--- config.mk ---
export PLATFORM = sky130hd
export DESIGN_NAME = uart_rx_fifo_wr_flat
export DESIGN_NICKNAME = d
export VERILOG_FILES = /design/src/rtl/uart_rx_fifo_wr_if.sv /design/src/rtl/uart_rx_fifo_wr.sv /design/src/flat_wrapper.sv
export SDC_FILE = /design/constraint.sdc
export NUM_CORES = 1
export LEC_CHECK = 0
export BUFFER_PORTS_ARGS = -buffer_cell sky130_fd_sc_hd__buf_2
export CAP_MARGIN = 10
export CORE_MARGIN = 2
export CORE_UTILIZATION = 30
export DETAILED_ROUTE_END_ITERATION = 12
export GPL_TIMING_DRIVEN = 0
export PLACE_DENSITY = 0.5
export SLEW_MARGIN = 25
export SYNTH_ARGS = -nofsm -noshare
export SYNTH_HDL_FRONTEND = slang
export SYNTH_SLANG_ARGS = --single-unit
--- constraint.sdc ---
create_clock -name clk -period 6.27 [get_ports clk]
set_clock_uncertainty 0.15 [all_clocks]
set_input_delay 1.254 -clock clk [delete_from_list [all_inputs] [get_ports clk]]
set_output_delay 1.254 -clock clk [all_outputs]
set_load 0.01 [all_outputs]
--- src/rtl/uart_rx_fifo_wr_if.sv ---
// Bundle between the UART receiver and its neighbours: the serial line and
// FIFO-full status come in, and the write strobe, data and status flags go out.
// Handshake: push is a single-cycle write strobe with dout valid in the same
// cycle. There is no ready; fifo_full is sampled only at the stop-bit decision,
// and a good byte that meets fifo_full=1 is dropped and reported as overrun.
interface uart_rx_fifo_wr_if #(
    parameter int DATA_BITS = 8
);
    logic                 rx;
    logic                 fifo_full;
    logic                 push;
    logic [DATA_BITS-1:0] dout;
    logic                 frame_err;
    logic                 overrun;
    logic                 busy;
    logic [2:0]           state_dbg;

    // Line/FIFO side: drives the serial line and FIFO status, observes results
    modport master (
        output rx, fifo_full,
        input  push, dout, frame_err, overrun, busy, state_dbg
    );

    // Receiver side
    modport slave (
        input  rx, fifo_full,
        output push, dout, frame_err, overrun, busy, state_dbg
    );
endinterface

--- src/rtl/uart_rx_fifo_wr.sv ---
// 8N1-style UART receiver feeding a byte FIFO. The serial input is
// double-synchronised, a falling edge starts a frame, every bit is sampled
// mid-bit, and good bytes are pushed with a single-cycle strobe. Framing
// errors and overruns are reported as single-cycle pulses.
module uart_rx_fifo_wr #(
    parameter int CLK_FREQ  = 100_000_000,
    parameter int BAUD      = 9600,
    parameter int DATA_BITS = 8
) (
    input logic             clk,
    input logic             rst,
    uart_rx_fifo_wr_if.slave bus
);
    localparam int CLKS_PER_BIT = CLK_FREQ / BAUD;
    localparam int HALF         = CLKS_PER_BIT / 2;
    localparam int CW           = $clog2(CLKS_PER_BIT);
    localparam int IW           = 3;

    localparam logic [CW-1:0] CNT_LAST = CW'(CLKS_PER_BIT - 1);
    localparam logic [CW-1:0] CNT_HALF = CW'(HALF - 1);
    localparam logic [IW-1:0] IDX_LAST = IW'(DATA_BITS - 1);

    typedef enum logic [2:0] {
        IDLE  = 3'd0,
        START = 3'd1,
        DATA  = 3'd2,
        STOP  = 3'd3,
        BRK   = 3'd4
    } state_t;

    state_t               state;
    logic                 rx_meta;
    logic                 rx_s;
    logic                 rx_s_prev;
    logic [1:0]           sync_vld;
    logic                 armed;
    logic [CW-1:0]        bit_cnt;
    logic [IW-1:0]        idx;
    logic [DATA_BITS-1:0] shreg;
    logic                 push_r;
    logic                 frame_err_r;
    logic                 overrun_r;
    logic [DATA_BITS-1:0] dout_r;

    // Synchroniser, arming logic and the receive state machine.
    // sync_vld marks when rx_s carries a real line sample rather than the
    // reset value; armed then requires the line to be seen high once, so a
    // line still held low after reset never looks like a start edge.
    always_ff @(posedge clk) begin
        if (rst) begin
            rx_meta     <= 1'b1;
            rx_s        <= 1'b1;
            rx_s_prev   <= 1'b1;
            sync_vld    <= 2'b00;
            armed       <= 1'b0;
            state       <= IDLE;
            bit_cnt     <= '0;
            idx         <= '0;
            shreg       <= '0;
            push_r      <= 1'b0;
            frame_err_r <= 1'b0;
            overrun_r   <= 1'b0;
            dout_r      <= '0;
        end else begin
            rx_meta   <= bus.rx;
            rx_s      <= rx_meta;
            rx_s_prev <= rx_s;
            sync_vld  <= {sync_vld[0], 1'b1};
            if (sync_vld[1] && rx_s) begin
                armed <= 1'b1;
            end

            push_r      <= 1'b0;
            frame_err_r <= 1'b0;
            overrun_r   <= 1'b0;

            case (state)
                IDLE: begin
                    bit_cnt <= '0;
                    if (armed && rx_s_prev && !rx_s) begin
                        state <= START;
                    end
                end
                START: begin
                    if (bit_cnt == CNT_HALF) begin
                        bit_cnt <= '0;
                        idx     <= '0;
                        // A start bit that is gone by mid-bit was a glitch
                        state   <= rx_s ? IDLE : DATA;
                    end else begin
                        bit_cnt <= bit_cnt + 1'b1;
                    end
                end
                DATA: begin
                    if (bit_cnt == CNT_LAST) begin
                        bit_cnt     <= '0;
                        shreg[idx]  <= rx_s;
                        if (idx == IDX_LAST) begin
                            state <= STOP;
                        end else begin
                            idx <= idx + 1'b1;
                        end
                    end else begin
                        bit_cnt <= bit_cnt + 1'b1;
                    end
                end
                STOP: begin
                    if (bit_cnt == CNT_LAST) begin
                        bit_cnt <= '0;
                        if (rx_s) begin
                            // Back to IDLE at the stop midpoint so a start edge
                            // half a bit later is still caught
                            state <= IDLE;
                            if (bus.fifo_full) begin
                                overrun_r <= 1'b1;
                            end else begin
                                push_r <= 1'b1;
                                dout_r <= shreg;
                            end
                        end else begin
                            frame_err_r <= 1'b1;
                            state       <= BRK;
                        end
                    end else begin
                        bit_cnt <= bit_cnt + 1'b1;
                    end
                end
                BRK: begin
                    bit_cnt <= '0;
                    if (rx_s) begin
                        state <= IDLE;
                    end
                end
                default: begin
                    bit_cnt <= '0;
                    state   <= IDLE;
                end
            endcase
        end
    end

    assign bus.push      = push_r;
    assign bus.dout      = dout_r;
    assign bus.frame_err = frame_err_r;
    assign bus.overrun   = overrun_r;
    assign bus.busy      = (state != IDLE);
    assign bus.state_dbg = state;
endmodule

--- src/flat_wrapper.sv ---
// flat-port wrapper written by rule: the top's interface ports become plain ports
module uart_rx_fifo_wr_flat 
#(
    parameter int CLK_FREQ  = 100_000_000,
    parameter int BAUD      = 9600,
    parameter int DATA_BITS = 8
)
  (clk, rst, bus_rx, bus_fifo_full, bus_push, bus_dout, bus_frame_err, bus_overrun, bus_busy, bus_state_dbg);
  uart_rx_fifo_wr_if #(.DATA_BITS(DATA_BITS)) bus_i ();
  input logic clk;
  input logic rst;
  input wire logic [$bits(bus_i.rx)-1:0] bus_rx;
  input wire logic [$bits(bus_i.fifo_full)-1:0] bus_fifo_full;
  output wire logic [$bits(bus_i.push)-1:0] bus_push;
  output wire logic [$bits(bus_i.dout)-1:0] bus_dout;
  output wire logic [$bits(bus_i.frame_err)-1:0] bus_frame_err;
  output wire logic [$bits(bus_i.overrun)-1:0] bus_overrun;
  output wire logic [$bits(bus_i.busy)-1:0] bus_busy;
  output wire logic [$bits(bus_i.state_dbg)-1:0] bus_state_dbg;
  assign bus_i.rx = bus_rx;
  assign bus_i.fifo_full = bus_fifo_full;
  assign bus_push = bus_i.push;
  assign bus_dout = bus_i.dout;
  assign bus_frame_err = bus_i.frame_err;
  assign bus_overrun = bus_i.overrun;
  assign bus_busy = bus_i.busy;
  assign bus_state_dbg = bus_i.state_dbg;
  uart_rx_fifo_wr #(.CLK_FREQ(CLK_FREQ), .BAUD(BAUD), .DATA_BITS(DATA_BITS)) u_core (.clk(clk), .rst(rst), .bus(bus_i));
endmodule
==> impl_results.md, run 1 <==
* GR Overflow Total at 0
* Class of the most critical hold timing path: flop to flop
* Cell depth of the worst min-delay path at 1
* Layout filler cell count at 671
* Cts bufs inserted at 5
* Synth Warn # at 0
* Crit. End Element: output pin
* Leak pwr at around 0.84 nW
* Post-cts repair resize count at 0
* Cell-internal power at 0.000371 W
* Num Clock Sinks at 45
* Post-Synth XOR/XNOR Area at between 5 and 6%
* Number of library cell types mapped by synthesis at 42
* Simple logic cell fraction of the synthesized area at 31.0%
* Antenna violations before repair at 0
* Effective utilization at floorplan at approximately 31%
* Mux share of post-synthesis cell area at 4.10%
* Clock tree root buffer cell: clkbuf_8
* Count of input and output buffers at 17
* Core area at between 6000 and 7000 um2
* CP cell instances: clkbuf_1 > or3_1 > buf_2
* Mapped Nets at between 200 and 250
* Synthesized-area fraction occupied by ao, oa, aoi and oai cells at 8.65%
* Number of nets in the layout at 246
* Net load switching power at between 0.0001 and 0.00015 W
* Clock power share at 37.4%
* Die span in y at 84.7 um
* Mean area per synthesized cell at between 9 and 10 um2
* Post-route DRC at 0
* Power per cell area at 216 nW/um2
* Final critical-path required period at 2.72 ns
* Part of the power in combinational logic at 2.7%
* Via-to-Cell Ratio at roughly 4.8
* Average detailed-routed wire length per instance at ~12 um
* Count of antenna diodes in the layout at 0
* Via count of the first global-routing pass at around 1,400
* Launch point of the worst path: u_core.bus.state_dbg[2]
* Maximum root-to-sink buffer count at 2
* Required time of the worst setup path at 4.87 ns
* Top cells by area, synth: dfxtp_1 (46%), nand2_1 (5.8%), nor2_1 (4.4%)
* Switching power share of the total at 23.0%
* Die boundary width at between 80 and 90 um
* Routed vias at roughly 1,500
* Portion of the post-synthesis area used by sequential elements at a little under half
* Number of maximum-capacitance constraint violations at 0
* Cell taking the most area after synthesis: dfxtp_1
* Status: completed
* Period utilisation layout at 43.3%
* Arrival time of the worst setup path at approximately 1.3 ns
* Final sum of negative setup slack at 0 ns
* Placed cells at 309
* Routed Antenna Nets at 0
* Unrepaired setup endpoints after global routing: false
* Reg clk slew, reported paths at 0.08 ns
* Die Footprint at 7170 um2
* Max transition margin at approximately 56%
* Final-report hold violation count at 0
* Sequential fraction of design power at 59.9%
* Main combinational cell family by area after synthesis: simple AND/OR/NAND/NOR gates
* Final Setup Violations at 0
* Starting DRT DRC Count at approximately 110
* Area Overhead vs Synth at 14.2%
* Cell Count, Final, Fillers Out at 317
* Max stage delay on crit path at 0.37 ns
* Max stage delay cell, worst path: or3_1
* Maximum fanout encountered on the critical timing path at 9
* Wire length of the first global-routing pass at 6540 um
* Largest net degree at the start of global routing at 16
* GRT Resource Usage Total at 11.4%
* Post-CTS Repair Setup Buffers at 0
* Number of instances in the synthesized netlist at 215
* Dominant synthesized flop cell: dfxtp_1
* TritonRoute pass-1 iters at 4
* HP Start: u_core.rx_meta
* Ys async rst share at 0%
* Transition time of the tightest slew-check pin at 0.656 ns
* CTS H-tree lvls at 2
* Worst Setup Path Type: flop to output pin
* Critical Path Source Type: flop
* Last weighted congestion value of the routability-driven placer at 0.730
* Synthesized area at 1950 um2
* Worst skew pair latency at ~0.30 ns
* Overall power at approximately 0.00048 W
* Area fraction of the dominant cell type after synthesis at 46.1%
* Post-DP HPWL at 2600 um
* TritonCTS clock tree: built
* Total wirelength of the detailed-routed design at ~3800 um
* Number of buffers inserted for hold repair after clock tree synthesis at 0
* Utilization after layout at 35.3%
* Bufs and invs on worst path at 2
* Depth of the worst register-to-register path at 6
* Worst r2r src: u_core.bit_cnt[0]
* Final count of pins violating max slew at 0
* #FFs+latches synth at between 40 and 50
* Gate family responsible for the most delay along the worst path: simple AND/OR/NAND/NOR gates
* Largest voltage drop on the vdd net at 0.0000955 V
* Number of top-level pins at 19
* Fraction of final layout cells with drive strength greater than 1 at between 10% and 20%
* Highest achievable clock rate at about 370 MHz
* Number of placement rows at 29
* EDFF count, synth at 0
* Area share of fa/ha/maj cells after synthesis at roughly 1.9%
* Number of cells on the critical path at 3
==> sequential cells by signal, indices dropped and copies added (netlist names) <==
register,cells
u_core.bit_cnt,14
u_core.bus.dout,8
u_core.shreg,8
u_core.bus.state_dbg,3
u_core.idx,3
u_core.sync_vld,2
u_core.armed,1
u_core.bus.frame_err,1
u_core.bus.overrun,1
u_core.bus.push,1
u_core.rx_meta,1
u_core.rx_s,1
u_core.rx_s_prev,1
==> metrics by stage <==
stage               setup WS, ns  area, um2  hold slack (ns)
finish                      3.55       2230            0.272
global route                3.47       2230            0.311
CTS                         3.54       2230            0.268
detailed placement          3.43       2140            0.247
global placement            2.96       2130            0.241
floorplan                   3.65       1950            0.239
==> path summary, 6_finish.rpt <==
path,endpoint,slack [ns]
max,bus_busy,3.55
min,u_core.rx_s,0.27
max reg2reg,u_core.idx[0],3.81
min reg2reg,u_core.rx_s,0.27
==> cell families (layout without fill, tap and decap cells) <==
logic type	count (synthesis)	after routing
AO/OA/AOI/OAI	27	27
XOR/XNOR	12	12
adder cells (fa/ha/maj)	3	3
buffers and inverters	12	37
flip-flops	45	45
multiplexers	8	8
AND/OR/NAND/NOR	108	108
==> area by class of cell <==
cell class                      instances  area, um2  share of cell area [%]
Multi-Input combinational cell        158       1000                    44.9
Sequential cell                        45        901                    40.4
Tap cell                               77       96.3                    4.32
Timing Repair Buffer                   17       85.1                    3.82
Clock buffer                            5       68.8                    3.09
Buffer                                  9       43.8                    1.96
Clock inverter                          3       21.3                   0.954
Inverter                                3       11.3                   0.505
==> synthesized netlist by cell type, types with 2 or more instances <==
| library cell | count |
|---|---|
| a21oi_1 | 15 |
| nor2b_1 | 4 |
| nand2_1 | 30 |
| buf_2 | 2 |
| nand3_1 | 15 |
| and4_1 | 3 |
| mux2i_1 | 8 |
| ha_1 | 3 |
| o211ai_1 | 2 |
| xnor2_1 | 4 |
| nor2_1 | 23 |
| dfxtp_1 | 45 |
| clkbuf_1 | 6 |
| xor2_1 | 8 |
| nand4b_1 | 3 |
| nand3b_1 | 2 |
| nand4_1 | 4 |
| nand2b_1 | 2 |
| and3_2 | 2 |
| inv_1 | 3 |
| o21ai_0 | 4 |
| or2_2 | 4 |
| nor4_4 | 2 |
| or4_1 | 3 |
==> power groups by stage <==
stage	logic (W)	registers (W)	clock network [W]
floorplan	0.00000894	0.000295	0
global placement	0.0000131	0.000295	0
detailed placement	0.0000131	0.000296	0
CTS	0.0000132	0.000289	0.000192
global route	0.0000147	0.000289	0.000204
finish	0.0000129	0.000289	0.000180
==> per-layer routing <==
layer	share of wire, %	wire length [um]	track usage (%)
met2	44	1680	17.8
met4	1.9	72	4.62
met5	0	0	0
met3	4.3	164	3.34
met1	49	1870	14.8
==> cell usage in the layout (no fill, tap or decap), drive strengths merged, types with 2 or more instances in the layout <==
master | netlist | final
dfxtp | 45 | 45
nand4b | 3 | 3
or4 | 3 | 3
nand2 | 30 | 30
xor2 | 8 | 8
nand4 | 4 | 4
buf | 3 | 20
ha | 3 | 3
nor2b | 4 | 4
nand2b | 2 | 2
or2 | 5 | 5
o211ai | 2 | 2
and3 | 3 | 3
nor2 | 23 | 23
and4 | 3 | 3
mux2i | 8 | 8
a21oi | 15 | 15
nor3b | 2 | 2
inv | 3 | 4
clkbuf | 6 | 11
o21ai | 4 | 4
xnor2 | 4 | 4
nand3 | 15 | 15
nand3b | 2 | 2
nor4 | 2 | 2
==> worst reg2reg max path, cell delays in order (launching register included) <==
cell	delay, ns
dfxtp_1	0.37
ha_1	0.30
nand4b_1	0.12
or4_1	0.57
o22a_1	0.25
or4_1	0.48
a21oi_1	0.15
(Power assumes the default switching activity.)
==> inputs of run 2 (changes only) <==
ABC_AREA = 1   (was not set)
clock period = 2.8 ns   (was 6.27 ns; I/O delays follow)
==> impl_results.md, run 2 <==
* Maximum root-to-sink buffer count at 2 (unchanged)
* Max stage delay on crit path at 0.46 ns (was 0.37 ns)
* HP Start: u_core.sync_vld[0] (was u_core.rx_meta)
* TritonRoute pass-1 iters at 4 (unchanged)
* Post-DP HPWL at 3300 um (was 2600 um)
* Final critical-path required period at roughly 1.8 ns
* Area Overhead vs Synth at 13.1% (was 14.2%)
* Count leader, synth: nor2_1 (was dfxtp_1)
* Reg clk slew, reported paths at 0.08 ns (about the same)
* Number of nets in the layout at 348 (was 246)
* CP cell instances: nor2_1 > nand2_1 > buf_2 (was clkbuf_1 > or3_1 > buf_2)
* Highest achievable clock rate at about 560 MHz
* Post-cts repair resize count at 0 (unchanged)
* Required time of the worst setup path at 2.09 ns (was 4.87 ns)
* Worst Setup Path Type: flop to output pin (unchanged)
* Number of instances in the synthesized netlist at 316 (was 215)
* Dominant synthesized flop cell: dfxtp_1 (unchanged)
* Total wirelength of the detailed-routed design at 4380 um (was 3790 um)
* Largest voltage drop on the vdd net at 0.000395 V (was 0.0000955 V)
* GR Overflow Total at 0 (unchanged)
* Core area at 7180 um2 (was 6310 um2)
* Area fraction of the dominant cell type after synthesis at 41.1% (was 46.1%)
* Top post-synthesis cells by count: nor2_1 (79), nand2_1 (69), dfxtp_1 (45) (was dfxtp_1 (45), nand2_1 (30), nor2_1 (23))
* Max transition margin at 68.6% (was 56.1%)
* Unrepaired setup endpoints after global routing: false (unchanged)
* Leak pwr at 1.21 nW (was 0.845 nW)
* Portion of the post-synthesis area used by sequential elements at 41.1% (was 46.1%)
* Number of top-level pins at 19 (unchanged)
* Top cells by area, synth: dfxtp_1 (41%), nor2_1 (14%), nand2_1 (12%) (was dfxtp_1 (46%), nand2_1 (5.8%), nor2_1 (4.4%))
* Antenna violations before repair at 0 (unchanged)
* #FFs+latches synth at 45 (unchanged)
* Ys async rst share at 0% (unchanged)
* Mean area per synthesized cell at 6.93 um2 (was 9.08 um2)
* Status: completed (unchanged)
* Register with the most flip-flops: u_core.bit_cnt (unchanged)
* Die boundary width at 89.4 um (was 84.7 um)
* Largest net degree at the start of global routing at 13 (was 16)
* Post-CTS Repair Setup Buffers at 0 (unchanged)
* Period utilisation layout at 63.5%
* Clock tree root buffer cell: clkbuf_8 (unchanged)
* CTS H-tree lvls at 2 (unchanged)
* Routed vias at 1,835 (was 1,509)
* Maximum fanout encountered on the critical timing path at 6 (was 9)
* Cts bufs inserted at 5 (unchanged)
* Final Setup Violations at 0 (unchanged)
* GRT Resource Usage Total at 12.3% (was 11.4%)
* Synth Warn # at 0 (unchanged)
* Final-report hold violation count at 0 (unchanged)
* Critical Path Source Type: flop (unchanged)
* Most common cell after layout, fill and taps aside: nor2_1 (was dfxtp_1)
* Power per cell area at 635 nW/um2 (was 216 nW/um2)
* Final count of pins violating max slew at 0 (unchanged)
* Number of buffers inserted for hold repair after clock tree synthesis at 0 (unchanged)
* Number of maximum-capacitance constraint violations at 0 (unchanged)
* Launch point of the worst path: u_core.bus.state_dbg[0] (was u_core.bus.state_dbg[2])
* Last weighted congestion value of the routability-driven placer at 0.823 (was 0.730)
* Transition time of the tightest slew-check pin at 0.471 ns (was 0.656 ns)
* Count of antenna diodes in the layout at 0 (unchanged)
* Via count of the first global-routing pass at 1,649 (was 1,417)
* Mapped Nets at 323 (was 222)
* Max reg flops at 14 (unchanged)
* Post-route DRC at 0 (unchanged)
* Fraction of final layout cells with drive strength greater than 1 at 16.2% (was 17.1%)
* TritonCTS clock tree: built (unchanged)
* Final sum of negative setup slack at 0 ns (unchanged)
* Count of input and output buffers at 18 (was 17)
* Die span in y at 89.4 um (was 84.7 um)
* Cell taking the most area after synthesis: dfxtp_1 (unchanged)
* Max stage delay cell, worst path: dfxtp_1 (was or3_1)
* Starting DRT DRC Count at 49 (was 105)
* Crit. End Element: output pin (unchanged)
* Via-to-Cell Ratio at 4.18 (was 4.76)
* Overall power at 0.00157 W (was 0.000482 W)
* Worst skew pair latency at 0.30 ns (about the same)
* Die Footprint at 8000 um2 (was 7170 um2)
* Commonest cells after routing, fill and taps aside: nor2_1 (79), nand2_1 (69), dfxtp_1 (45) (was dfxtp_1 (45), nand2_1 (30), nor2_1 (23))
* Num Clock Sinks at 45 (unchanged)
* Class of the most critical hold timing path: flop to flop (unchanged)
* Number of library cell types mapped by synthesis at 30 (was 42)
* Worst r2r src: u_core.bit_cnt[0] (unchanged)
* Wire length of the first global-routing pass at 7620 um (was 6540 um)
* Number of placement rows at 31 (was 29)
* Synthesized area at 2190 um2 (was 1950 um2)
* Arrival time of the worst setup path at 1.07 ns (was 1.31 ns)
* Average detailed-routed wire length per instance at 9.98 um (was 11.9 um)
* Effective utilization at floorplan at 30.5% (was 30.9%)
* Routed Antenna Nets at 0 (unchanged)
* EDFF count, synth at 0 (unchanged)
## run 2: final cells by class
| type | count | area [um2] |
|---|---|---|
| fillers | 804 | 4700 |
| multi-input cells | 219 | 1060 |
| flip-flops and latches | 45 | 901 |
| inverters | 45 | 169 |
| well taps | 99 | 124 |
| repair buffers | 18 | 90.1 |
| clock buffers | 5 | 68.8 |
| plain buffers | 7 | 55.1 |
| clock inverters | 1 | 5.00 |
## run 2: routing by layer
metal  global-route usage [%]  vias up  wire [um]
li1                         -     1014          -
met1                     17.6      801       2380
met2                     17.6       16       1830
met3                     3.88        4        116
met4                     3.39        0         51
met5                        0        -          0
## run 2: power breakdown
| part | total (W) | leakage (nW) | switching [W] | internal, W |
|---|---|---|---|---|
| sequential | 0.000727 | 0.365 | 0.0000449 | 0.000682 |
| combinational | 0.000470 | 0.801 | 0.000311 | 0.000160 |
| clock | 0.000375 | 0.0399 | 0.000210 | 0.000164 |
| total | 0.00157 | 1.21 | 0.000566 | 0.00101 |
## run 2: path summary, 6_finish.rpt
check,cells past startpoint,end,slack (ns)
min,2,u_core.sync_vld[1],0.26
max reg2reg,11,u_core.bit_cnt[12],1.02
max,3,bus_busy,1.02
min reg2reg,2,u_core.sync_vld[1],0.26
## run 2: metrics by stage
step | instance area, um2 | hold slack, ns | instances | utilization, % | worst slack (ns)
2_1_floorplan | 2190 | 0.238 | 316 | - | 1.21
3_3_place_gp | 2400 | 0.241 | 433 | 33.5 | 1.04
3_5_place_dp | 2400 | 0.247 | 433 | 33.5 | 1.02
4_1_cts | 2480 | 0.260 | 439 | 34.5 | 0.999
5_1_grt | 2480 | 0.272 | 439 | 34.5 | 0.851
6_report | 2480 | 0.256 | 439 | 34.5 | 1.02
## run 2: critical path: cells and delay by family (launching register included)
family,cells,cell delay (ns)
flops,1,0.46
simple gates,2,0.19
buf+inv,1,0.13
## run 2: logic make-up (layout without fill, tap and decap cells)
group,after synthesis,count (layout),synth area share [%]
compound gates,10,10,2.34
xor+xnor,8,8,3.20
fa+ha+maj,3,3,1.71
buf+inv,52,76,10.2
flops,45,45,41.1
simple gates,198,198,41.4
==> inputs of run 3 (changes only) <==
PLACE_DENSITY = 0.51   (was 0.5)
clock period = 1.5 ns   (was 2.8 ns; I/O delays follow)
==> impl_results.md, run 3 (synthesis results as in run 2) <==
* Average detailed-routed wire length per instance at 10.5 um (was 9.98 um)
* Count of antenna diodes in the layout at 0 (unchanged)
* Die span in y at 89.4 um (unchanged)
* Most common cell after layout, fill and taps aside: nand2_1 (was nor2_1)
* Class of the most critical hold timing path: input port to flop (was flop to flop)
* Routed vias at 1,984 (was 1,835)
* Switching power share of the total at 36.4% (was 36.0%)
* Clock power share at 25.3% (was 23.8%)
* Final-report hold violation count at 0 (unchanged)
* Post-route DRC at 0 (unchanged)
* Layout filler cell count at 750 (was 804)
* HP Start: bus_rx (was u_core.sync_vld[0])
* Clock tree root buffer cell: clkbuf_8 (unchanged)
* Final sum of negative setup slack at -1.22 ns (was 0 ns)
* Number of buffers inserted for hold repair after clock tree synthesis at 0 (unchanged)
* Die boundary width at 89.4 um (unchanged)
* Cell depth of the worst min-delay path at 2 (unchanged)
* Worst-case setup margin in the final layout at -0.0809 ns (was 1.02 ns)
* Effective utilization at floorplan at 30.5% (unchanged)
* Num Clock Sinks at 45 (unchanged)
* TritonRoute pass-1 iters at 4 (unchanged)
* Max stage delay on crit path at 0.36 ns (was 0.46 ns)
* Total wirelength of the detailed-routed design at 4900 um (was 4380 um)
* Placed cells at 433 (unchanged)
* Number of maximum-capacitance constraint violations at 0 (unchanged)
* Worst skew pair latency at 0.30 ns (about the same)
* Antenna violations before repair at 0 (unchanged)
* Die Footprint at 8000 um2 (unchanged)
* Leak pwr at 1.36 nW (was 1.21 nW)
* Wire length of the first global-routing pass at 7970 um (was 7620 um)
* Number of placement rows at 31 (unchanged)
* Routed Antenna Nets at 0 (unchanged)
* GR Overflow Total at 0 (unchanged)
* Core area at 7180 um2 (unchanged)
* Starting DRT DRC Count at 63 (was 49)
* Period utilisation layout at 105%
* Commonest cells after routing, fill and taps aside: nand2_1 (56), nor2_1 (55), inv_1 (37) (was nor2_1 (79), nand2_1 (69), dfxtp_1 (45))
* Final count of pins violating max slew at 0 (unchanged)
* Net load switching power at 0.00134 W (was 0.000566 W)
* Cell Count, Final, Fillers Out at 464 (was 439)
* Part of the power in combinational logic at 36.8% (was 29.9%)
* Highest achievable clock rate at roughly 630 MHz
* Last weighted congestion value of the routability-driven placer at 0.835 (was 0.823)
* Crit. End Element: flop (was output pin)
* Post-DP HPWL at 3290 um (was 3300 um)
* Number of nets in the layout at 371 (was 348)
* Critical Path Source Type: flop (unchanged)
* Finished Cell Area at 3030 um2 (was 2480 um2)
* Final Setup Violations at 31 (was 0)
* Area Overhead vs Synth at 38.3% (was 13.1%)
* Failing checks: setup timing
* Unrepaired setup endpoints after global routing: true (was false)
* Fraction of final layout cells with drive strength greater than 1 at 40.0% (was 16.2%)
* Max transition margin at 64.1% (was 68.6%)
* Required time of the worst setup path at 1.52 ns (was 2.09 ns)
* Sequential fraction of design power at 37.9% (was 46.3%)
* Arrival time of the worst setup path at 1.60 ns (was 1.07 ns)
* CP most frequent cell: nor2_4
* CTS H-tree lvls at 2 (unchanged)
* GRT Resource Usage Total at 12.9% (was 12.3%)
* Worst Setup Path Type: flop to flop (was flop to output pin)
* Largest voltage drop on the vdd net at 0.000971 V (was 0.000395 V)
* Depth of the worst register-to-register path at 9 (was 11)
* Via count of the first global-routing pass at 1,750 (was 1,649)
* Register with the most flip-flops: u_core.bit_cnt (unchanged)
* Worst r2r src: u_core.bit_cnt[1] (was u_core.bit_cnt[0])
* Reg clk slew, reported paths at 0.08 ns (about the same)
* Cts bufs inserted at 5 (unchanged)
* TritonCTS clock tree: built (unchanged)
* Via-to-Cell Ratio at 4.28 (was 4.18)
* Max reg flops at 14 (unchanged)
* Largest net degree at the start of global routing at 15 (was 13)
* Count of input and output buffers at 18 (unchanged)
* Transition time of the tightest slew-check pin at 0.538 ns (was 0.471 ns)
* Cell-internal power at 0.00234 W (was 0.00101 W)
* Maximum fanout encountered on the critical timing path at 6 (unchanged)
* Number of top-level pins at 19 (unchanged)
* Maximum root-to-sink buffer count at 2 (unchanged)
* Max stage delay cell, worst path: dfxtp_2 (was dfxtp_1)
* Power per cell area at 1210 nW/um2 (was 635 nW/um2)
* Launch point of the worst path: u_core.bit_cnt[1] (was u_core.bus.state_dbg[0])
* CP cell instances: ha_4 > nand3_4 > nor2_4 > nand2_4 > buf_4 > nor2_4 > nand2_1 > o21ai_0 > nor2_1 (was nor2_1 > nand2_1 > buf_2)
* Status: complete, but fails checks (was completed)
* Final critical-path required period at 1.58 ns
* Placed inst area at 2430 um2 (was 2400 um2)
[run 3: cell count changes in the layout (fill, tap and decap cells not counted), moves of 11 or more]
cell,change
nand2_1,-13
dfxtp_2,+13
nor2_2,+12
dfxtp_1,-15
nor2_1,-24
buf_4,+12
nor2_4,+12
buf_6,+11
[run 3: repair_timing]
action / 4_1_cts / 5_1_grt
setup endpoints to repair: 37 / 40
pin swaps: 11 / 26
gates cloned: 2 / 0
gates resized for setup: 26 / 73
setup buffers: 13 / 9
[run 3: cell type report]
cell class	count	area (um2)	share of cell area, %
clock buffers	6	72.6	2.40
inverters	45	171	5.66
flip-flops and latches	45	925	30.5
repair buffers	41	313	10.3
multi-input cells	219	1320	43.7
well taps	99	124	4.09
plain buffers	7	61.3	2.02
clock inverters	2	38.8	1.28
[run 3: path summary, 6_finish.rpt]
path                                      endpoint  slack [ns]
worst max-delay path               u_core.shreg[0]       -0.08
worst min-delay path                u_core.rx_meta        0.03
worst max register to register     u_core.shreg[0]       -0.08
worst min register to register  u_core.sync_vld[1]        0.25
[run 3: worst max-delay path, delay by kind of cell (launching register included)]
kind,cells,cell delay [ns]
AOI/OAI and AO/OA,1,0.08
adders and majority gates,1,0.16
buffers and inverters,1,0.16
DFF,1,0.36
and+or+nand+nor,6,0.55
[run 3: power by group through the flow]
stage               logic [W]  registers (W)  clock network [W]
global route          0.00153        0.00141            0.00102
CTS                   0.00101        0.00137           0.000960
finish                0.00135        0.00139           0.000930
detailed placement   0.000890        0.00139                  0
floorplan            0.000680        0.00139                  0
global placement     0.000894        0.00139                  0
[run 3: metal layers]
layer  track usage [%]  up-vias  share of wire [%]
met5                 0        -                  0
met4              5.16        0                1.9
met1              17.7      883                 49
met3              2.68        7                3.4
met2              19.6       29                 45
li1                  -     1065                  -
[run 3: metrics by stage]
step                      worst slack [ns]  hold slack (ns)  total power, W  util [%]
after floorplan                     0.0134            0.238         0.00207         -
after global placement              -0.187            0.239         0.00228      33.8
after detailed placement            -0.180            0.246         0.00228      33.8
after CTS                          -0.0847           0.0280         0.00334      38.1
after global routing                -0.169           0.0296         0.00397      42.2
final                              -0.0809           0.0344         0.00368      42.2
